===== config.mk =====
export PLATFORM = sky130hd
export DESIGN_NAME = triangle_fifo_reader
export DESIGN_NICKNAME = d
export VERILOG_FILES = /design/src/rtl/triangle_fifo_reader.sv
export SDC_FILE = /design/constraint.sdc
export NUM_CORES = 1
export LEC_CHECK = 0
export BUFFER_PORTS_ARGS = -buffer_cell sky130_fd_sc_hd__buf_2
export CORE_ASPECT_RATIO = 1.5
export CORE_UTILIZATION = 45
export CTS_CLUSTER_SIZE = 30
export DETAILED_ROUTE_END_ITERATION = 6
export PLACE_DENSITY = 0.77
export SETUP_SLACK_MARGIN = 0.2
export SYNTH_ARGS = -nofsm -noshare
export SYNTH_HDL_FRONTEND = slang
export SYNTH_SLANG_ARGS = --single-unit
export TNS_END_PERCENT = 50

===== constraint.sdc =====
create_clock -name i_clk -period 3.5 [get_ports i_clk]
set_input_delay 0.875 -clock i_clk [delete_from_list [all_inputs] [get_ports i_clk]]
set_output_delay 0.875 -clock i_clk [all_outputs]
set_load 0.01 [all_outputs]

===== src/rtl/triangle_fifo_reader.sv =====
// triangle_fifo_reader
// Read side of the triangle FIFO RAM. Owns the read pointer, issues RAM reads,
// absorbs the one-cycle registered read latency with a two-entry skid buffer,
// and hands one unpacked triangle at a time to the rasterizer (valid/ready).
module triangle_fifo_reader #(
  parameter int DEPTH   = 100,
  parameter int ADDR_W  = 7,
  parameter int COORD_W = 10
) (
  input  logic                   i_clk,
  input  logic                   i_reset,
  input  logic [ADDR_W:0]        i_wr_ptr,
  input  logic                   i_flush,
  input  logic [6*COORD_W-1:0]   i_ram_data,
  output logic                   o_r_en,
  output logic [ADDR_W-1:0]      o_r_addr,
  output logic [ADDR_W:0]        o_rd_ptr,
  output logic                   o_is_empty,
  output logic                   o_tri_valid,
  input  logic                   i_tri_ready,
  output logic [COORD_W-1:0]     o_v0x,
  output logic [COORD_W-1:0]     o_v0y,
  output logic [COORD_W-1:0]     o_v1x,
  output logic [COORD_W-1:0]     o_v1y,
  output logic [COORD_W-1:0]     o_v2x,
  output logic [COORD_W-1:0]     o_v2y,
  output logic [15:0]            o_tri_count
);

  localparam int WORD_W = 6 * COORD_W;
  localparam logic [ADDR_W-1:0] LAST_IDX = ADDR_W'(DEPTH - 1);

  // Read pointer: [ADDR_W-1:0] index, [ADDR_W] lap bit.
  logic [ADDR_W:0]   r_rd_ptr;
  // Skid buffer: entry 0 is the head and drives the vertex outputs.
  logic [WORD_W-1:0] r_buf_head;
  logic [WORD_W-1:0] r_buf_tail;
  logic [1:0]        r_occ;
  // Set while a RAM read is outstanding; its data arrives next cycle.
  logic              r_inflight;
  logic [15:0]       r_tri_count;

  logic              w_is_empty;
  logic              w_pop;
  logic              w_capture;
  logic              w_issue;
  logic [1:0]        w_occ_after_pop;
  logic [2:0]        w_pending;
  logic [1:0]        w_occ_next;
  logic [ADDR_W:0]   w_rd_ptr_inc;
  logic [WORD_W-1:0] w_buf_head_next;
  logic [WORD_W-1:0] w_buf_tail_next;
  logic [5:0][COORD_W-1:0] w_vtx;

  assign w_is_empty = (r_rd_ptr == i_wr_ptr);

  // Handshake, issue decision and occupancy bookkeeping.
  always_comb begin
    w_pop           = 1'b0;
    w_capture       = 1'b0;
    w_occ_after_pop = r_occ;
    w_pending       = 3'd0;
    w_issue         = 1'b0;
    w_occ_next      = r_occ;

    w_pop           = (r_occ != 2'd0) && i_tri_ready;
    w_capture       = r_inflight;
    w_occ_after_pop = r_occ - {1'b0, w_pop};
    // A read already in flight reserves a buffer slot just like a stored entry,
    // so the buffer can never be overrun regardless of backpressure.
    w_pending       = {1'b0, w_occ_after_pop} + {2'b00, r_inflight};
    w_issue         = !w_is_empty && !i_flush && (w_pending < 3'd2);
    w_occ_next      = w_occ_after_pop + {1'b0, w_capture};
  end

  // Next read pointer: wrap the index at DEPTH-1 and flip the lap bit.
  always_comb begin
    w_rd_ptr_inc = r_rd_ptr;
    if (r_rd_ptr[ADDR_W-1:0] == LAST_IDX) begin
      w_rd_ptr_inc = {~r_rd_ptr[ADDR_W], {ADDR_W{1'b0}}};
    end else begin
      w_rd_ptr_inc = r_rd_ptr + (ADDR_W+1)'(1);
    end
  end

  // Buffer data movement: pop shifts tail to head, capture fills the first free slot.
  always_comb begin
    w_buf_head_next = r_buf_head;
    w_buf_tail_next = r_buf_tail;
    if (w_pop) begin
      w_buf_head_next = r_buf_tail;
    end
    // Capture never finds both slots occupied after the pop: the issue rule
    // reserved a slot for this word when the read was launched.
    if (w_capture) begin
      if (w_occ_after_pop == 2'd0) begin
        w_buf_head_next = i_ram_data;
      end else begin
        w_buf_tail_next = i_ram_data;
      end
    end
  end

  // Pointer, occupancy, in-flight flag and delivered-triangle counter.
  always_ff @(posedge i_clk) begin
    if (i_reset) begin
      r_rd_ptr    <= '0;
      r_occ       <= 2'd0;
      r_inflight  <= 1'b0;
      r_tri_count <= 16'd0;
    end else if (i_flush) begin
      // Jump to the writer's pointer; whatever was stored or in flight is dropped.
      r_rd_ptr    <= i_wr_ptr;
      r_occ       <= 2'd0;
      r_inflight  <= 1'b0;
      r_tri_count <= 16'd0;
    end else begin
      if (w_issue) begin
        r_rd_ptr <= w_rd_ptr_inc;
      end
      r_inflight <= w_issue;
      r_occ      <= w_occ_next;
      if (w_pop) begin
        r_tri_count <= r_tri_count + 16'd1;
      end
    end
  end

  // Buffer storage; contents are left alone on flush since occupancy gates validity.
  always_ff @(posedge i_clk) begin
    if (i_reset) begin
      r_buf_head <= '0;
      r_buf_tail <= '0;
    end else if (!i_flush) begin
      r_buf_head <= w_buf_head_next;
      r_buf_tail <= w_buf_tail_next;
    end
  end

  // Unpack the head word: v0x in the top COORD_W bits down to v2y at the bottom.
  generate
    for (genvar gi = 0; gi < 6; gi++) begin : g_unpack
      assign w_vtx[5-gi] = r_buf_head[WORD_W-1-gi*COORD_W -: COORD_W];
    end
  endgenerate

  assign o_v0x       = w_vtx[5];
  assign o_v0y       = w_vtx[4];
  assign o_v1x       = w_vtx[3];
  assign o_v1y       = w_vtx[2];
  assign o_v2x       = w_vtx[1];
  assign o_v2y       = w_vtx[0];

  assign o_r_en      = w_issue;
  assign o_r_addr    = r_rd_ptr[ADDR_W-1:0];
  assign o_rd_ptr    = r_rd_ptr;
  assign o_is_empty  = w_is_empty;
  assign o_tri_valid = (r_occ != 2'd0);
  assign o_tri_count = r_tri_count;

endmodule


==> impl_results.rst, run 1 <==
.. list-table::
   :header-rows: 1

   * - Metric
     - Value
   * - Non-filler cells, final
     - 1173
   * - Final-report setup violation count
     - 0
   * - Number of library cell types mapped by synthesis
     - 49
   * - # diodes
     - 0
   * - Drt first-iter violations
     - 351
   * - Cell type with the largest total area after synthesis
     - sky130_fd_sc_hd__dfxtp_1
   * - RSZ-0062 raised after global routing
     - no
   * - Average cell area after synthesis
     - 7.85 sq um
   * - Fraction of the mapped netlist area in simple logic gates
     - 17.1%
   * - Compound-gate portion of the synthesized area
     - 28.3%
   * - Result of the run
     - complete, no violations
   * - Setup TNS
     - 0 ns
   * - Path type of the worst setup path
     - in -> out
   * - Ordered list of cells on the worst path
     - buf_2 > nor2b_1 > a21o_1 > ha_1 > inv_1 > ha_1 > o21ai_2 > nor2_1 > buf_2
   * - Worst clock skew on the final layout
     - 0.0133 ns
   * - Startpoint of the most critical hold path
     - r_buf_head[43]
   * - Most common cell in the synthesized netlist
     - sky130_fd_sc_hd__nand2_1
   * - Main combinational cell family by area after synthesis
     - compound AO/OA/AOI/OAI gates
   * - Total DRC errors in the routed layout
     - 0
   * - Width of the die
     - 102 um
   * - Depth of the CTS H-tree
     - 4
   * - Total global routing track utilization
     - 24.1%
   * - Final Hold Fails
     - 0
   * - Crit path max-delay cell type
     - sky130_fd_sc_hd__ha_1
   * - Arrival time worst endpoint
     - 2.25 ns
   * - Share of synthesized area occupied by flip-flops and latches
     - 43.9%
   * - Startpoint of the worst setup timing path
     - i_tri_ready
   * - # port buffers
     - 165
   * - Kind of launch point of the worst setup path
     - input port
   * - Sort of element at the end of the critical path
     - primary output
   * - Part of the power in registers
     - 43.3%
   * - Endpoint required time on the critical path
     - 2.62 ns
   * - HPWL after detailed placement
     - 11100 um
   * - Clock insertion delay at the later pin of the skew report
     - 0.41 ns
   * - Height of the chip
     - 151 um
   * - Cell row count
     - 54
   * - GRT Residual Overflow
     - 0
   * - Post-route ant nets
     - 0
   * - Sum of buffers and inverters on the critical path
     - 3
   * - Number of antenna violations at the first check in global routing
     - 0
   * - Post-Synth XOR/XNOR Area
     - 2.88%
   * - Portion of synthesized cell area occupied by the leading cell type
     - 43.9%
   * - Via density
     - 5.64
   * - Hold bufs inserted after CTS
     - 0
   * - Internal
     - 3.04 mW
   * - Fraction of layout instances using a drive strength above 1
     - 23.1%
   * - Synthesized flop and latch total
     - 147
   * - Filler cell count
     - 1361
   * - Leading register cell type out of synthesis
     - sky130_fd_sc_hd__dfxtp_1
   * - Critical path fanouts, max
     - 15
   * - Max incr delay on CP
     - 0.24 ns
   * - Initial Util
     - 46.1%
   * - Cell count after synthesis
     - 854
   * - Net switching power
     - 1.01 mW
   * - Clock tree sinks
     - 147
   * - Standard cell core area
     - 14500 sq um
   * - Logic gate share of total power
     - 9.1%
   * - Via count of the first global-routing pass
     - 6146
   * - Final weighted congestion in routability-driven placement
     - 0.802
   * - Number of primary I/O pins
     - 166
   * - Max Transition Viols Final
     - 0
   * - TritonCTS clock tree
     - yes
   * - Post-CTS setup buffer count
     - 0
   * - Die Outline Area
     - 15400 sq um
   * - Cell Count Post-Placement
     - 1141
   * - Top cell family by delay on the critical path
     - adder cells
   * - Clock-pin slew on the worst setup and hold paths
     - 0.06 ns
   * - Slew at the pin with the worst max-slew slack
     - 0.784 ns
   * - Number of gates resized after cts
     - 0
   * - Leakage power figure
     - 3.08 nW
   * - Min Clock Period, post-route
     - 3.13 ns
   * - Most frequent cells after synthesis
     - 188 x sky130_fd_sc_hd__nand2_1, 147 x sky130_fd_sc_hd__dfxtp_1, 124 x sky130_fd_sc_hd__a21oi_1
   * - Summed instance area of the synthesized netlist
     - 6700 sq um
   * - Drt first pass iters
     - 5
   * - FFs w/ async S/R, synth
     - 0%
   * - Number of enable flip-flop cells after synthesis
     - 0
   * - Maximum VDD drop
     - 0.000284 V
   * - P per Cell Area
     - 498 nW/um^2
   * - Largest cells by area after synthesis
     - sky130_fd_sc_hd__dfxtp_1 44%, sky130_fd_sc_hd__nand2_1 11%, sky130_fd_sc_hd__a21oi_1 9.3%
   * - Via count
     - 6621
   * - Adder-Cell Fraction of Synth Area
     - 0.747%
   * - Post-Synthesis Net Count
     - 930
   * - Maximum clock path buffer count
     - 2
   * - Maximum frequency from static timing analysis
     - 319 MHz
   * - Avg WL per Cell
     - 15.6 um
   * - Num CTS Buffers
     - 17
   * - Share of the clock period used by the worst path after layout
     - 89.4%
   * - Proportion of synthesized area in mux cells
     - 0.467%
   * - Combined flip-flop and latch cell area
     - 2940 sq um
   * - Largest net degree at the start of global routing
     - 121
   * - Reg-to-reg slack, setup
     - 1.40 ns
   * - Final Routed Wirelength
     - 18300 um
   * - Yosys warning total
     - 0
   * - Relative slew margins
     - 47.7%
   * - Part of the power in the clock network
     - 47.6%
   * - Total area of multi-input combinational cells
     - 3350 sq um
   * - Total number of nets in the final design
     - 1040
   * - Tightest Hold Check Type
     - reg -> reg
   * - Root buffer cell
     - sky130_fd_sc_hd__clkbuf_16
   * - Wire length of the first global-routing pass
     - 29300 um
   * - Count of max-cap constraint violations
     - 0
   * - Area Growth Syn to Fin
     - 21.3%
   * - Origin of the critical flop-to-flop path
     - r_occ[0]
   * - Switch share
     - 25.0%
[worst reg2reg max path, stage by stage, from the launching register on]
cell and delay [ns]:
sky130_fd_sc_hd__dfxtp_1 0.42, sky130_fd_sc_hd__nor2b_1 0.08, sky130_fd_sc_hd__a21o_1 0.18, sky130_fd_sc_hd__ha_1 0.17, sky130_fd_sc_hd__inv_1 0.05, sky130_fd_sc_hd__ha_1 0.24
sky130_fd_sc_hd__o21ai_2 0.20, sky130_fd_sc_hd__or4_1 0.54, sky130_fd_sc_hd__a21oi_1 0.16
[power by group through the flow]
stage	Combinational, mW	Sequential [mW]	Clock [mW]
floorplan	0.202	1.80	0
global placement	0.362	1.79	0
detailed placement	0.366	1.79	0
CTS	0.368	1.76	1.95
global route	0.410	1.76	2.02
finish	0.367	1.76	1.93
[per-layer routing]
| metal | track usage (%) | share of wire [%] | vias to the layer above |
|---|---|---|---|
| met1 | 28.7 | 42 | 3114 |
| met2 | 42.1 | 51 | 211 |
| met3 | 4.06 | 5.3 | 26 |
| met5 | 0 | 0 | - |
| met4 | 10.7 | 1.9 | 0 |
| li1 | - | - | 3270 |
[area by class of cell]
class	count	share of cell area (%)
multi-input cells	616	41.2
flip-flops and latches	147	36.2
repair buffers	178	11.7
clock buffers	20	5.62
well taps	196	3.02
clock inverters	12	2.06
inverters	4	0.185
[through the flow]
stage | power (mW) | hold slack (ns) | cell area [sq um] | setup WS [ns] | utilization, %
floorplan | 2.01 | 0.437 | 6700 | 0.403 | -
global placement | 2.15 | 0.429 | 7500 | 0.381 | 51.7
detailed placement | 2.16 | 0.439 | 7500 | 0.381 | 51.7
CTS | 4.07 | 0.454 | 8130 | 0.374 | 56.0
global route | 4.20 | 0.473 | 8130 | 0.278 | 56.0
finish | 4.05 | 0.448 | 8130 | 0.370 | 56.0
[cell families after synthesis]
group,count (synthesis)
AOI/OAI and AO/OA,322
and+or+nand+nor,265
DFF,147
buffers and inverters,91
xor gates and xnor gates,22
adders and majority gates,4
muxes,3
[worst paths after layout]
| path | endpoint | cells past startpoint |
|---|---|---|
| worst max-delay path | o_r_en | 9 |
| worst min-delay path | r_buf_head[43] | 2 |
| worst min register to register | r_buf_head[43] | 2 |
| worst max register to register | o_rd_ptr[2] | 8 |
[layout by cell type, fill, tap and decap left out, drive strengths merged, types with 2 or more instances in the layout]
| master | netlist | layout |
|---|---|---|
| or3 | 3 | 3 |
| o2111ai | 2 | 2 |
| nor3 | 6 | 6 |
| o211ai | 2 | 2 |
| xor2 | 9 | 9 |
| inv | 4 | 9 |
| o21ai | 124 | 124 |
| dfxtp | 147 | 147 |
| a21oi | 124 | 124 |
| ha | 4 | 4 |
| nor3b | 2 | 2 |
| nand2 | 188 | 188 |
| clkinv | 0 | 3 |
| nor2b | 4 | 4 |
| mux2i | 2 | 2 |
| a32oi | 2 | 2 |
| bufinv | 0 | 3 |
| nand2b | 3 | 3 |
| nand3 | 12 | 12 |
| and3 | 5 | 5 |
| nor2 | 23 | 23 |
| o41ai | 60 | 60 |
| or2 | 3 | 3 |
| xnor2 | 13 | 13 |
| and2 | 2 | 2 |
| buf | 38 | 178 |
| clkbuf | 49 | 20 |
| or4 | 4 | 4 |
| nand4 | 6 | 6 |
[registers in the layout, indices dropped and copies added (netlist names)]
register and flops:
o_tri_count 16, r_buf_head 60, r_buf_tail 60, r_occ 2, r_inflight 1, o_rd_ptr 8
No activity file was read; power rests on OpenSTA's default activity.
==> run 2, diff against run 1 <==
- ABC_AREA: unset -> 1
- PLACE_DENSITY: 0.77 -> 0.8
- clock period: 3.5 -> 2.6 ns (I/O delays scaled with it)
==> impl_results.rst, run 2 <==
.. list-table::
   :header-rows: 1

   * - Metric
     - Value
   * - Clock-pin slew on the worst setup and hold paths
     - 0.06 ns
   * - Startpoint of the worst setup timing path
     - r_occ[0]
   * - Met3 layer wire length in the routed design
     - 778 um
   * - Most used cells in the layout excluding fill and tap cells
     - 177 x sky130_fd_sc_hd__nand2_1, 163 x sky130_fd_sc_hd__buf_2, 146 x sky130_fd_sc_hd__dfxtp_1
   * - Final-report setup violation count
     - 0
   * - Leading cell type in the layout, fill and taps excluded
     - sky130_fd_sc_hd__nand2_1
   * - Min Clock Period, post-route
     - 2.31 ns
   * - Relative slew margins
     - 43.4%
   * - Number of enable flip-flop cells after synthesis
     - 0
   * - # port buffers
     - 165
   * - Tightest Hold Check Type
     - reg -> reg
   * - Critical path fanouts, max
     - 2
   * - Fraction of layout instances using a drive strength above 1
     - 23.2%
   * - Final Hold Fails
     - 0
   * - Highest metal layer used by the detailed router
     - met4
   * - Proportion of synthesized area in mux cells
     - 0%
   * - Sum of buffers and inverters on the critical path
     - 4
   * - Initial Util
     - 46.6%
   * - Share of the clock period used by the worst path after layout
     - 88.9%
   * - Synthesized flop and latch total
     - 147
   * - Root buffer cell
     - sky130_fd_sc_hd__clkbuf_16
   * - Total number of nets in the final design
     - 1136
   * - Top cell family by delay on the critical path
     - simple AND/OR/NAND/NOR gates
   * - Maximum VDD drop
     - 0.000403 V
   * - Origin of the critical flop-to-flop path
     - r_occ[0]
   * - Maximum frequency from static timing analysis
     - 432 MHz
   * - Final weighted congestion in routability-driven placement
     - 0.810
   * - Yosys warning total
     - 0
   * - Final Routed Wirelength
     - 17200 um
   * - GRT Residual Overflow
     - 0
   * - Number of primary I/O pins
     - 166
   * - Met2 Wirelength
     - 8940 um
   * - Via density
     - 5.23
   * - Reg-to-reg slack, setup
     - 0.74 ns
   * - Die Outline Area
     - 15700 sq um
   * - Post-route cell area
     - 8410 sq um
   * - Depth of the CTS H-tree
     - 4
   * - Width of the die
     - 103 um
   * - Endpoint of the worst setup timing path
     - o_r_en
   * - Portion of synthesized cell area occupied by the leading cell type
     - 43.1%
   * - RSZ-0062 raised after global routing
     - no
   * - Wire length of the first global-routing pass
     - 27800 um
   * - Filler cell count
     - 1377
   * - Summed instance area of the synthesized netlist
     - 6830 sq um
   * - Path type of the worst setup path
     - reg -> out
   * - Most frequent cells after synthesis
     - 179 x sky130_fd_sc_hd__nand2_1, 147 x sky130_fd_sc_hd__dfxtp_1, 92 x sky130_fd_sc_hd__o21ai_0
   * - Sort of element at the end of the critical path
     - primary output
   * - TritonCTS clock tree
     - yes
   * - Total DRC errors in the routed layout
     - 0
   * - R2r worst-path depth
     - 8
   * - Largest net degree at the start of global routing
     - 91
   * - Cell row count
     - 54
   * - FFs w/ async S/R, synth
     - 0%
   * - Leakage power figure
     - 3.38 nW
   * - Result of the run
     - complete, no violations
   * - Via count
     - 6636
   * - Largest cells by area after synthesis
     - sky130_fd_sc_hd__dfxtp_1 43%, sky130_fd_sc_hd__nand2_1 9.8%, sky130_fd_sc_hd__o21ai_0 6.7%
   * - Cell count after synthesis
     - 931
   * - Placed cell area
     - 7730 sq um
   * - Adder-Cell Fraction of Synth Area
     - 0.733%
   * - Post-Synthesis Net Count
     - 1007
   * - P per Cell Area
     - 660 nW/um^2
   * - Maximum clock path buffer count
     - 2
   * - Avg WL per Cell
     - 13.5 um
   * - # diodes
     - 0
   * - Drt first pass iters
     - 5
   * - Clock insertion delay at the later pin of the skew report
     - 0.41 ns
   * - Post-route ant nets
     - 0
   * - Fraction of the mapped netlist area in simple logic gates
     - 17.1%
   * - Post-Synth XOR/XNOR Area
     - 1.15%
   * - Worst clock skew on the final layout
     - 0.0118 ns
   * - Num CTS Buffers
     - 17
   * - Number of antenna violations at the first check in global routing
     - 0
   * - Clock tree sinks
     - 147
   * - Crit. path cell count
     - 12
   * - Total global routing track utilization
     - 22.0%
   * - Endpoint required time on the critical path
     - 1.95 ns
   * - Max Transition Viols Final
     - 0
   * - Slew at the pin with the worst max-slew slack
     - 0.849 ns
   * - Average cell area after synthesis
     - 7.34 sq um
   * - Area Growth Syn to Fin
     - 23.2%
   * - Main combinational cell family by area after synthesis
     - compound AO/OA/AOI/OAI gates
   * - Height of the chip
     - 153 um
   * - Ordered list of cells on the worst path
     - inv_2 > nand2_4 > nand2_4 > inv_4 > nand2_2 > nand2_1 > ha_2 > inv_2 > ha_4 > nand2_2 > nor2_4 > buf_6
   * - Standard cell core area
     - 14700 sq um
   * - Via count of the first global-routing pass
     - 5980
   * - Number of library cell types mapped by synthesis
     - 33
   * - Leading register cell type out of synthesis
     - sky130_fd_sc_hd__dfxtp_1
   * - Kind of launch point of the worst setup path
     - flop
   * - Most common cell in the synthesized netlist
     - sky130_fd_sc_hd__nand2_1
   * - Drt first-iter violations
     - 330
   * - HPWL after detailed placement
     - 11000 um
   * - Arrival time worst endpoint
     - 1.66 ns
   * - Count of max-cap constraint violations
     - 0
   * - Max incr delay on CP
     - 0.32 ns
   * - Compound-gate portion of the synthesized area
     - 27.3%
   * - Share of synthesized area occupied by flip-flops and latches
     - 43.1%
   * - Cell type with the largest total area after synthesis
     - sky130_fd_sc_hd__dfxtp_1
   * - Crit path max-delay cell type
     - sky130_fd_sc_hd__dfxtp_1
   * - Worst R2R End
     - r_buf_head[20]
   * - Setup TNS
     - 0 ns
   * - Post-Route M1 WL
     - 7070 um
[run 2: timing repair]
item | CTS | global route
gates resized for setup | 0 | 8
hold buffers | 0 | 0
setup buffers | 1 | 2
endpoints found under the setup margin | 1 | 1
pin swaps | 0 | 3
[run 2: metal layers]
layer | global-route usage, % | up-vias
met4 | 8.57 | 0
met3 | 4.53 | 23
met1 | 25.7 | 3056
li1 | - | 3388
met5 | 0 | -
met2 | 38.4 | 169
[run 2: how the worst min path moves through the flow]
stage	start	cells past startpoint	endpoint	slack [ns]
floorplan	r_buf_tail[39]	2	r_buf_tail[39]	0.43
global placement	r_buf_tail[39]	2	r_buf_tail[39]	0.44
detailed placement	r_buf_tail[45]	2	r_buf_tail[45]	0.45
CTS	r_buf_tail[58]	2	r_buf_tail[58]	0.46
global route	r_buf_tail[50]	2	r_buf_tail[50]	0.47
finish	r_buf_tail[45]	2	r_buf_tail[45]	0.46
[run 2: logic make-up after synthesis]
kind of cell | Yosys count
compound gates | 315
simple gates | 285
buf+inv | 171
flops | 147
xor+xnor | 9
fa+ha+maj | 4
[run 2: worst register-to-register path: stages (launching register included)]
cell and delay [ns]:
sky130_fd_sc_hd__dfxtp_1 0.32, sky130_fd_sc_hd__inv_2 0.08, sky130_fd_sc_hd__nand2_4 0.06, sky130_fd_sc_hd__nand2_4 0.08, sky130_fd_sc_hd__buf_4 0.10, sky130_fd_sc_hd__buf_4 0.60
sky130_fd_sc_hd__o21ai_0 0.27, sky130_fd_sc_hd__a21oi_1 0.17, sky130_fd_sc_hd__o22ai_1 0.08
[run 2: final cells by class]
| type | instances | area [sq um] | area share, % |
|---|---|---|---|
| Tap cell | 196 | 245 | 2.91 |
| Clock inverter | 14 | 198 | 2.35 |
| Clock buffer | 18 | 439 | 5.22 |
| Timing Repair Buffer | 185 | 1020 | 12.1 |
| Sequential cell | 147 | 2940 | 35.0 |
| Inverter | 96 | 363 | 4.31 |
| Multi-Input combinational cell | 613 | 3200 | 38.1 |
[run 2: power by group]
| group | switching (mW) | internal [mW] |
|---|---|---|
| sequential | 0.0548 | 2.32 |
| combinational | 0.328 | 0.225 |
| clock | 0.979 | 1.65 |
[run 2: through the flow]
| step | worst slack (ns) | power [mW] | hold WS (ns) | instances | utilization, % |
|---|---|---|---|---|---|
| global route | 0.189 | 5.78 | 0.472 | 1269 | 57.4 |
| floorplan | 0.206 | 2.76 | 0.434 | 931 | - |
| detailed placement | 0.282 | 2.97 | 0.447 | 1234 | 52.7 |
| global placement | 0.298 | 2.96 | 0.445 | 1234 | 52.7 |
| finish | 0.287 | 5.55 | 0.457 | 1269 | 57.4 |
| CTS | 0.201 | 5.61 | 0.459 | 1267 | 57.1 |
==> run 3, diff against run 2 <==
- BUFFER_PORTS_ARGS: -buffer_cell sky130_fd_sc_hd__buf_2 -> -buffer_cell sky130_fd_sc_hd__buf_4
==> impl_results.rst, run 3 (synthesis results as in run 2) <==
.. list-table::
   :header-rows: 1

   * - Metric
     - Value
   * - RSZ-0062 raised after global routing
     - yes
   * - Max Transition Viols Final
     - 0
   * - Clock insertion delay at the later pin of the skew report
     - 0.41 ns
   * - Number of primary I/O pins
     - 166
   * - Slew at the pin with the worst max-slew slack
     - 0.852 ns
   * - Initial Util
     - 46.6%
   * - Maximum VDD drop
     - 0.000358 V
   * - Critical path fanouts, max
     - 2
   * - Overall power after layout
     - 5.41 mW
   * - Final weighted congestion in routability-driven placement
     - 0.819
   * - Hold bufs inserted after CTS
     - 0
   * - HPWL after detailed placement
     - 11400 um
   * - Tightest Hold Check Type
     - reg -> reg
   * - Height of the chip
     - 153 um
   * - Min Clock Period, post-route
     - 2.30 ns
   * - Maximum frequency from static timing analysis
     - 435 MHz
   * - Depth of the CTS H-tree
     - 4
   * - # diodes
     - 0
   * - Crit path max-delay cell type
     - sky130_fd_sc_hd__dfxtp_2
   * - Total DRC errors in the routed layout
     - 0
   * - Post-route cell area
     - 8770 sq um
   * - Total global routing track utilization
     - 22.9%
   * - Path type of the worst setup path
     - reg -> out
   * - Maximum clock path buffer count
     - 2
   * - Standard cell core area
     - 14700 sq um
   * - Setup TNS
     - 0 ns
   * - Reg-to-reg slack, setup
     - 0.80 ns
   * - Share of the clock period used by the worst path after layout
     - 88.5%
   * - TritonCTS clock tree
     - yes
   * - Avg WL per Cell
     - 14.0 um
   * - Drt first pass iters
     - 5
   * - Width of the die
     - 103 um
   * - Largest net degree at the start of global routing
     - 91
   * - Arrival time worst endpoint
     - 1.65 ns
   * - Total number of nets in the final design
     - 1134
   * - Area Growth Syn to Fin
     - 28.5%
   * - Worst clock skew on the final layout
     - 0.0101 ns
   * - Placed cell area
     - 8140 sq um
   * - Root buffer cell
     - sky130_fd_sc_hd__clkbuf_16
   * - Filler cell count
     - 1330
   * - Most used cells in the layout excluding fill and tap cells
     - 178 x sky130_fd_sc_hd__buf_4, 177 x sky130_fd_sc_hd__nand2_1, 145 x sky130_fd_sc_hd__dfxtp_1
   * - Leading cell type in the layout, fill and taps excluded
     - sky130_fd_sc_hd__buf_4
   * - Sort of element at the end of the critical path
     - primary output
   * - Kind of launch point of the worst setup path
     - flop
   * - GRT Residual Overflow
     - 0
   * - Final design utilization
     - 59.8%
   * - Final-report setup violation count
     - 0
   * - Post-route ant nets
     - 0
   * - Clock-pin slew on the worst setup and hold paths
     - 0.06 ns
   * - Max incr delay on CP
     - 0.32 ns
   * - Relative slew margins
     - 43.2%
   * - Number of antenna violations at the first check in global routing
     - 0
   * - Cell repeated most along the worst path
     - sky130_fd_sc_hd__nand2_4
   * - Num CTS Buffers
     - 17
   * - Leakage power figure
     - 3.42 nW
   * - Wire length of the first global-routing pass
     - 28700 um
   * - Die Outline Area
     - 15700 sq um
   * - Sum of buffers and inverters on the critical path
     - 4
   * - Top cell family by delay on the critical path
     - simple AND/OR/NAND/NOR gates
   * - Final Hold Fails
     - 0
   * - Worst slack at placement
     - 0.291 ns
   * - Minimum hold slack
     - 0.457 ns
   * - Via count of the first global-routing pass
     - 6174
   * - Post-layout worst setup margin
     - 0.299 ns
   * - Result of the run
     - complete, no violations
   * - Clock tree sinks
     - 147
   * - Cell Count Post-Placement
     - 1233
   * - P per Cell Area
     - 617 nW/um^2
   * - # port buffers
     - 165
   * - Cell row count
     - 54
   * - Count of max-cap constraint violations
     - 0
   * - Via count
     - 6705
   * - Drt first-iter violations
     - 295
   * - Endpoint required time on the critical path
     - 1.95 ns
   * - Fraction of layout instances using a drive strength above 1
     - 23.2%
   * - Via density
     - 5.29
   * - Ordered list of cells on the worst path
     - inv_2 > nand2_4 > nand2_4 > inv_4 > nand2_2 > nand2_1 > ha_2 > inv_2 > ha_4 > nand2_4 > nor2_4 > buf_6
   * - Non-filler cells, final
     - 1267
   * - Final Routed Wirelength
     - 17700 um
## run 3: cell types whose count changed in the layout (fill, tap and decap cells not counted), sizes merged
cell | before | now
clkinvlp | 2 | 1
bufinv | 4 | 1
clkinv | 4 | 5
buf | 185 | 183
inv | 100 | 103
## run 3: worst paths after layout
| kind | start | endpoint | cells after the start |
|---|---|---|---|
| worst min register to register | r_buf_tail[24] | r_buf_tail[24] | 2 |
| worst max-delay path | r_occ[0] | o_r_en | 12 |
| worst max register to register | r_occ[0] | r_buf_head[40] | 7 |
| worst min-delay path | r_buf_tail[24] | r_buf_tail[24] | 2 |
## run 3: timing repair
| item | in CTS | in global routing |
|---|---|---|
| setup buffers | 1 | 1 |
| gates resized for setup | 1 | 9 |
| endpoints found under the setup margin | 1 | 1 |
| pin swaps | 0 | 2 |
| hold endpoints to repair | 0 | 0 |
## run 3: worst min-delay path: stages (launching register included)
cell and delay (ns):
sky130_fd_sc_hd__dfxtp_1 0.30, sky130_fd_sc_hd__inv_1 0.05, sky130_fd_sc_hd__a211oi_1 0.06
## run 3: power breakdown
group,internal (mW),switching (mW)
Combinational,0.286,0.330
Clock,1.38,1.04
Sequential,2.32,0.0602
## run 3: layout make-up
class	instances	area [sq um]	share of cell area [%]
clock buffers	18	439	5.01
clock inverters	14	144	1.64
inverters	96	363	4.14
multi-input cells	613	3210	36.6
flip-flops and latches	147	2950	33.6
well taps	196	245	2.80
repair buffers	183	1430	16.3
## run 3: per-layer routing
metal	vias up	part of all wire [%]	GRT usage (%)
li1	3401	-	-
met3	46	5.1	4.62
met1	3073	40	25.9
met5	-	0	0
met4	0	3.8	12.2
met2	185	51	39.5
